==> config.mk <==
export PLATFORM = sky130hd
export DESIGN_NAME = control_sequencer
export DESIGN_NICKNAME = d
export VERILOG_FILES = /design/src/rtl/control_sequencer.sv
export SDC_FILE = /design/constraint.sdc
export NUM_CORES = 1
export LEC_CHECK = 0
export CAP_MARGIN = 25
export CORE_MARGIN = 8
export CORE_UTILIZATION = 33
export CTS_BUF_LIST = sky130_fd_sc_hd__clkbuf_2 sky130_fd_sc_hd__clkbuf_4 sky130_fd_sc_hd__clkbuf_8
export DETAILED_ROUTE_END_ITERATION = 8
export PLACE_DENSITY = 0.83
export SYNTH_ARGS = -nofsm -noshare
export SYNTH_HDL_FRONTEND = slang
export SYNTH_SLANG_ARGS = --single-unit
==> constraint.sdc <==
create_clock -name Clock -period 2.8 [get_ports Clock]
set_input_delay 0.84 -clock Clock [delete_from_list [all_inputs] [get_ports Clock]]
set_output_delay 0.84 -clock Clock [all_outputs]
set_load 0.1 [all_outputs]
==> src/rtl/control_sequencer.sv <==
// Hardwired Moore control unit: fetch (T0-T2), opcode decode, per-class execute states.
// Strobes are decoded from the state register, the read-wait counter and the opcode class.
module control_sequencer #(
  parameter int unsigned READ_WAIT = 0,
  parameter int unsigned OPW       = 5
) (
  input  logic        Clock,
  input  logic        Clear,
  input  logic [31:0] IR,
  output logic        PCout,
  output logic        IncrementPC,
  output logic        MARin,
  output logic        MDRin,
  output logic        MDRout,
  output logic        IRin,
  output logic        Read,
  output logic        Write,
  output logic        Gra,
  output logic        Grb,
  output logic        Grc,
  output logic        Rin,
  output logic        Rout,
  output logic        BAout,
  output logic        Yin,
  output logic        Zin,
  output logic        ZLOout,
  output logic        ZHIout,
  output logic        Cout,
  output logic        HIin,
  output logic        LOin,
  output logic        Run,
  output logic        Illegal,
  output logic [4:0]  State
);

  localparam int unsigned CNT_W = (READ_WAIT > 0) ? $clog2(READ_WAIT + 1) : 1;
  localparam logic [CNT_W-1:0] RW_INIT = CNT_W'(READ_WAIT);

  typedef enum logic [4:0] {
    S_RST  = 5'd0,
    S_T0   = 5'd1,
    S_T1   = 5'd2,
    S_T2   = 5'd3,
    S_T3   = 5'd4,
    S_T4   = 5'd5,
    S_T5   = 5'd6,
    S_T6   = 5'd7,
    S_T7   = 5'd8,
    S_HALT = 5'd31
  } state_t;

  typedef enum logic [3:0] {
    C_LD, C_LDI, C_ST, C_ALU, C_IMM, C_MULDIV, C_NEGNOT, C_NOP, C_HALT, C_ILL
  } cls_t;

  state_t           state;
  cls_t             cls;
  logic [CNT_W-1:0] wait_cnt;
  logic [OPW-1:0]   opcode;
  logic             read_done;
  logic             unused_ir;

  assign opcode    = IR[31 -: OPW];
  assign unused_ir = ^IR[31-OPW:0];
  assign read_done = (wait_cnt == '0);
  assign State     = state;

  // Opcode class decode; anything not listed is illegal.
  always_comb begin
    cls = C_ILL;
    if (opcode == OPW'(0))                              cls = C_LD;
    else if (opcode == OPW'(1))                         cls = C_LDI;
    else if (opcode == OPW'(2))                         cls = C_ST;
    else if (opcode <= OPW'(12))                        cls = C_ALU;
    else if (opcode <= OPW'(15))                        cls = C_IMM;
    else if (opcode <= OPW'(17))                        cls = C_MULDIV;
    else if (opcode <= OPW'(19))                        cls = C_NEGNOT;
    else if (opcode == OPW'(26))                        cls = C_NOP;
    else if (opcode == OPW'(27))                        cls = C_HALT;
  end

  // State register and read-wait counter.
  always_ff @(posedge Clock) begin
    if (Clear) begin
      state    <= S_RST;
      wait_cnt <= '0;
    end else begin
      case (state)
        S_RST: state <= S_T0;
        S_T0: begin
          state    <= S_T1;
          wait_cnt <= RW_INIT;
        end
        S_T1: begin
          if (!read_done) wait_cnt <= wait_cnt - CNT_W'(1);
          else            state    <= S_T2;
        end
        S_T2: begin
          if (cls == C_NOP)       state <= S_T0;
          else if (cls == C_HALT) state <= S_HALT;
          else                    state <= S_T3;
        end
        S_T3: state <= (cls == C_ILL) ? S_T0 : S_T4;
        S_T4: state <= (cls == C_NEGNOT) ? S_T0 : S_T5;
        S_T5: begin
          if (cls == C_LD || cls == C_ST || cls == C_MULDIV) begin
            state    <= S_T6;
            wait_cnt <= RW_INIT;
          end else begin
            state <= S_T0;
          end
        end
        S_T6: begin
          if (cls == C_LD) begin
            if (!read_done) wait_cnt <= wait_cnt - CNT_W'(1);
            else            state    <= S_T7;
          end else if (cls == C_ST) begin
            state <= S_T7;
          end else begin
            state <= S_T0;
          end
        end
        S_T7:   state <= S_T0;
        S_HALT: state <= S_HALT;
        default: state <= S_RST;
      endcase
    end
  end

  // Moore strobe decode: exactly one bus driver at most per state.
  always_comb begin
    PCout = 1'b0; IncrementPC = 1'b0; MARin = 1'b0; MDRin = 1'b0; MDRout = 1'b0;
    IRin = 1'b0; Read = 1'b0; Write = 1'b0; Gra = 1'b0; Grb = 1'b0; Grc = 1'b0;
    Rin = 1'b0; Rout = 1'b0; BAout = 1'b0; Yin = 1'b0; Zin = 1'b0; ZLOout = 1'b0;
    ZHIout = 1'b0; Cout = 1'b0; HIin = 1'b0; LOin = 1'b0; Illegal = 1'b0;
    Run = (state != S_HALT);
    case (state)
      S_T0: begin
        PCout = 1'b1; MARin = 1'b1; IncrementPC = 1'b1;
      end
      S_T1: begin
        Read  = 1'b1;
        MDRin = read_done;
      end
      S_T2: begin
        MDRout = 1'b1; IRin = 1'b1;
      end
      S_T3: begin
        case (cls)
          C_LD, C_LDI, C_ST: begin Grb = 1'b1; BAout = 1'b1; Yin = 1'b1; end
          C_ALU, C_IMM:      begin Grb = 1'b1; Rout  = 1'b1; Yin = 1'b1; end
          C_MULDIV:          begin Gra = 1'b1; Rout  = 1'b1; Yin = 1'b1; end
          C_NEGNOT:          begin Grb = 1'b1; Rout  = 1'b1; Zin = 1'b1; end
          C_ILL:             Illegal = 1'b1;
          default: ;
        endcase
      end
      S_T4: begin
        case (cls)
          C_LD, C_LDI, C_ST, C_IMM: begin Cout = 1'b1; Zin = 1'b1; end
          C_ALU:    begin Grc = 1'b1; Rout = 1'b1; Zin = 1'b1; end
          C_MULDIV: begin Grb = 1'b1; Rout = 1'b1; Zin = 1'b1; end
          C_NEGNOT: begin ZLOout = 1'b1; Gra = 1'b1; Rin = 1'b1; end
          default: ;
        endcase
      end
      S_T5: begin
        case (cls)
          C_LD, C_ST:          begin ZLOout = 1'b1; MARin = 1'b1; end
          C_LDI, C_ALU, C_IMM: begin ZLOout = 1'b1; Gra = 1'b1; Rin = 1'b1; end
          C_MULDIV:            begin ZLOout = 1'b1; LOin = 1'b1; end
          default: ;
        endcase
      end
      S_T6: begin
        case (cls)
          C_LD:     begin Read = 1'b1; MDRin = read_done; end
          C_ST:     begin Gra = 1'b1; Rout = 1'b1; MDRin = 1'b1; end
          C_MULDIV: begin ZHIout = 1'b1; HIin = 1'b1; end
          default: ;
        endcase
      end
      S_T7: begin
        case (cls)
          C_LD:    begin MDRout = 1'b1; Gra = 1'b1; Rin = 1'b1; end
          C_ST:    Write = 1'b1;
          default: ;
        endcase
      end
      default: ;
    endcase
  end

endmodule

; ---- Word-level counts from Yosys, hierarchy flattened
; Index checks and enable logic that the tools add are counted.
[op_classes]
n_addsub = 1
n_mul = 0
div_mod_pow = 0
order_cmp = 4
n_eq_ne = 27
n_shift = 0
n_mux = 58
bitwise = 1
reduce_logical = 17
[ops]
columns = cell, count
row1 = $pmux 5 s9, 1
row2 = $mux 4, 9
row3 = $mux 1, 28
row4 = $mux 5, 5
row5 = $eq 5x3->1 const B, 4
row6 = $eq 4x3->1 const B, 4
row7 = $pmux 1 s2, 8
row8 = $eq 5x2->1 const B, 3
row9 = $eq 5x5->1 const B, 3
row10 = $reduce_or 6->1, 2
row11 = $eq 5x1->1 const B, 2
row12 = $le 5x4->1 const B, 2
row13 = $le 5x5->1 const B, 2
row14 = $logic_not 5->1, 2
row15 = $mux 3, 3
row16 = $eq 4x2->1 const B, 2
row17 = $eq 4x4->1 const B, 2
row18 = $reduce_or 4->1, 2
row19 = $ne 2x2->1 const B, 3
row20 = $pmux 1 s3, 2
row21 = $reduce_or 2->1, 3
row22 = $reduce_or 3->1, 2
row23 = $eq 5x4->1 const B, 1
row24 = $ne 5x5->1 const B, 1
row25 = 11 further kinds, 12
[totals]
regBits = 6
latch_bits = 0
ramBits = 0
romBits = 0
in_bits = 34
out_inout_bits = 28
wordCells = 110
memories = 0

; ---- Depth between registers and ports, before layout
[depth]
depth_word = 15
ltp_mapped = 5
mapped_depth_nobuf = 4

; ---- Least setup slack after synthesis
; Ideal clock, no wire load.
[synth_timing]
path_kind = flip-flop to output port
startpoint = reg state[2], in the netlist State[2]
endpoint = out Grc
arrival_time_ns = 4.639
required_ns = 1.960
slack_ns = -2.679
path_stages_with_launch = 4
n_path_buf = 0
path_cell_list = dfxtp_1 > nor3b_2 > nand3_1 > nor4_1
[synth_via]
elab_chain_cells = 2
[synth_lines]
columns = element, line_no
row1 = from (decl), 56  ; state_t state;
row2 = from (signal assigned), 103  ; S_T3: state <= (cls == C_ILL) ? S_T0 : S_T4;
row3 = from (signal assigned), 104  ; S_T4: state <= (cls == C_NEGNOT) ? S_T0 : S_T5;
row4 = $eq 5x3->1, 137  ; case (state)
row5 = $mux 1, 137
row6 = to (decl), 20  ; output logic Grc,
; Every way passes these cells.

; ---- Worst setup path after layout
[layout_timing]
startpoint = in IR[30]
endpoint = out Gra
[layout_via]
elab_chain_cells = 14
elab_cells_between_ends = 32
cone_classes = order compare: 4 / eq/ne: 10 / mux: 15 / reduce/logical: 3
[layout_lines]
columns = element, line_no
row1 = from (decl), 9  ; input logic [31:0] IR,
row2 = $eq 5x5->1, 79  ; else if (opcode == OPW'(27)) cls = C_HALT;
row3 = $mux 1, 79
row4 = $mux 4, 78  ; else if (opcode == OPW'(26)) cls = C_NOP;
row5 = $mux 4, 77  ; else if (opcode <= OPW'(19)) cls = C_NEGNOT;
row6 = $mux 4, 76  ; else if (opcode <= OPW'(17)) cls = C_MULDIV;
row7 = $mux 4, 75  ; else if (opcode <= OPW'(15)) cls = C_IMM;
row8 = $mux 4, 74  ; else if (opcode <= OPW'(12)) cls = C_ALU;
row9 = $mux 4, 73  ; else if (opcode == OPW'(2)) cls = C_ST;
row10 = $mux 4, 72  ; else if (opcode == OPW'(1)) cls = C_LDI;
row11 = $mux 4 *, 71  ; if (opcode == OPW'(0)) cls = C_LD;
row12 = "$eq 4x1->1, or another cell as far along", 168  ; case (cls)
row13 = $reduce_or 3->1, 168
row14 = $mux 1, 168
row15 = $pmux 1 s5 *, 137
row16 = to (decl), 18  ; output logic Gra,
; Every way passes the cells marked *; elsewhere a longest branch is shown, timed or not.

==> reports/results.ini <==
[status]
status=finished with violations
violations=negative setup slack

[worst_setup_path]
worstSetupStartpointType=input port
cp.required_ns=1.96
crit_fanout=7
endpoint_kind=output port
crit_chain=buf_8 > buf_8 > nor3_2 > nand4_1 > a21o_1 > nand3_4 > buf_12
cp_common_cell=buf_8
slowest_stage=nor3_2
timing_worst_setup_path_type=input port to output port
cp_slowest_stage_delay_ns=0.31
crit_arrival_ns=2.14

[place]
placed_area_sq_um=1725
gp_congestion=0.8867
dpl.hpwl_um=2898
numPortBuffers=34
pre_cts_ws_ns=-0.6857

[floorplan]
start_util_pct=33.95
die_area_sq_um=3971
coreArea_sq_um=2148
die_w_um=63.02
io_pins=62
core.rowCount=17
die_height_um=63.02

[routing]
wl_per_cell_um=25.70
drt-initial-drc-count=113
first_pass_iters=6
drtAntennaViolNets=0
wl_um=4909
num_vias=1291
via_per_inst=6.759
drc_errors=0

[min_path]
hp-class=register to register

[sta]
hold_viol=0
rsz0062_at_grt=yes
setup_viol=14
fin_skew_ns=0.006128
setup_tns_ns=-0.9078
slew_headroom_pct=64.68
fmax_ghz=0.3353
timing.final.ws_setup_ns=-0.1826
fin_crit_ns=2.983
fin_crit_sh_pct=106.5
drv_slew=0
worstMarginPinSlew_ns=0.5250

[cells_and_area]
fin_area_sq_um=1886
num-nets-final=198
syn2layout_area_growth_pct=158.5
largest_reg_flops=5
fill_cells=102
layout-drive-gt1-share_pct=68.71
antennaDiodeCount=0
final_util_pct=87.77

[cts]
cts_hold_buf=0
cts.sinks=5
insertion_delay_ns=0.26
cts_buffers=3
clkTransAtPathRegs_ns=0.05
clockRootBuffer=clkbuf_4
cts_tree=yes
clk_path_buf_depth=2
htreeDepth=1

[power_and_ir_drop]
p_leak_uw=0.0007121
total_power_uw=515.3
power_density_nw_per_um2=273.3
ir_drop_mv=0.2492

[grt]
grt_use_met1_pct=21.75
grt.overflow.total=0
grtUsageTotal_pct=20.98
grt_max_degree=14
gr-usage-met3_pct=4.122
grt_pass1_wl_um=6796
antenna_found_initial=0
grt_pass1_vias=1277
grt.busiest_layer=met2
met2_usage_pct=37.52

[synth]
syn_nets=143
yosysSeqAreaShare_pct=13.72
synth_cells=109
synth-seq-cells=5
netlist_area_sq_um=729.5
ys_types=40
ys.warnings.count=0
synth_area_per_cell_sq_um=6.692

[run]
drv_cap=0

## what timing repair did
item	4_1_cts	5_1_grt
buffers inserted	0	1
setup endpoints to repair	19	17
pin swaps	13	3
resized for setup	47	8
## cell type report
class,instances,area (sq um),area share (%)
clock buffer,4,30.03,1.593
inverter,4,17.52,0.9290
multi-input combinational,88,895.9,47.51
sequential,5,116.4,6.171
tap,28,35.03,1.858
timing repair buffer,62,790.8,41.94
## layer usage
metal	routed length [um]	vias up	part of all wire [%]
met4	370	0	7.5
met3	531	42	11
met1	1583	587	32
met5	0	-	0
met2	2423	146	49
li1	-	516	-
## final timing paths
path,slack [ns],cells past startpoint,endpoint,start
worst max register to register,1.02,4,State[3]$_SDFF_PP0_,State[2]$_SDFF_PP0_
worst min-delay path,0.73,2,State[0]$_SDFF_PP0_,State[4]$_SDFF_PP0_
worst min register to register,0.73,2,State[0]$_SDFF_PP0_,State[4]$_SDFF_PP0_
worst max-delay path,-0.18,7,Gra,IR[30]
## through the flow
stage | std cells | hold slack [ns]
2_1_floorplan | 109 | 0.7812
3_3_place_gp | 186 | 0.6070
3_5_place_dp | 186 | 0.6242
4_1_cts | 190 | 0.6470
5_1_grt | 191 | 0.7816
6_report | 191 | 0.7350
## where the power goes
group	switching [uW]	total (uW)	internal [uW]	leakage, uW
logic	216	326	110	0.000650
clock network	39.3	103	64.2	0.0000184
registers	11.9	85.7	73.8	0.0000441
total	267	515	248	0.000712
## kinds of logic after synthesis
logic type / Yosys count / synth area share, %
AOI/OAI and AO/OA: 33 / 32.42
buffers and inverters: 16 / 10.80
DFF: 5 / 13.72
and+or+nand+nor: 55 / 43.06
## cells in the final DEF, fill, tap and decap left out, drive strengths merged, types with 2 or more instances in the layout
master   instances
a211oi           3
nor4             4
a31oi            4
or3              3
or2              2
nor3             5
o21ai            5
nand4            2
buf             61
dfxtp            5
inv              4
a21o             2
o2bb2ai          2
nand3            6
clkbuf           4
nor3b            2
nor2b            2
nand2            7
nor2            11
o22ai            4
a21oi            7
nand2b           3
## critical path, delay by kind of cell
kind,cells,cell delay (ns)
buf+inv,3,0.41
compound gates,1,0.27
simple gates,3,0.62
## Yosys cell counts
| library cell | count | area, sq um |
|---|---|---|
| nor2_1 | 11 | 41.29 |
| a21oi_1 | 7 | 35.03 |
| nand2_1 | 7 | 26.28 |
| clkbuf_1 | 6 | 22.52 |
| nand3_1 | 6 | 30.03 |
| dfxtp_1 | 5 | 100.1 |
| nor3_1 | 5 | 25.02 |
| o21ai_0 | 5 | 25.02 |
| a31oi_1 | 4 | 25.02 |
| inv_1 | 4 | 15.01 |
| nor4_1 | 4 | 25.02 |
| o22ai_1 | 4 | 25.02 |
| a211oi_1 | 3 | 22.52 |
| buf_2 | 3 | 15.01 |
| nand2b_1 | 3 | 18.77 |
| or3_1 | 3 | 18.77 |
| a21o_1 | 2 | 15.01 |
| buf_4 | 2 | 15.01 |
| nand4_1 | 2 | 12.51 |
| nor2b_1 | 2 | 12.51 |
| o2bb2ai_1 | 2 | 17.52 |
| a2111oi_4 | 1 | 27.53 |
| a22o_1 | 1 | 8.760 |
| and2_1 | 1 | 6.260 |
| and4_1 | 1 | 8.760 |
| and4b_1 | 1 | 10.01 |
| buf_6 | 1 | 11.26 |
| nand3b_1 | 1 | 7.510 |
| nand4b_1 | 1 | 8.760 |
| nor3b_1 | 1 | 7.510 |
| nor3b_2 | 1 | 12.51 |
| o211a_1 | 1 | 10.01 |
| o21bai_1 | 1 | 7.510 |
| o22a_1 | 1 | 8.760 |
| o32ai_1 | 1 | 8.760 |
| or2_1 | 1 | 6.260 |
| or2_2 | 1 | 6.260 |
| or3b_2 | 1 | 8.760 |
| or4_1 | 1 | 7.510 |
| or4b_4 | 1 | 13.76 |
No activity file was read; power rests on OpenSTA's default activity.
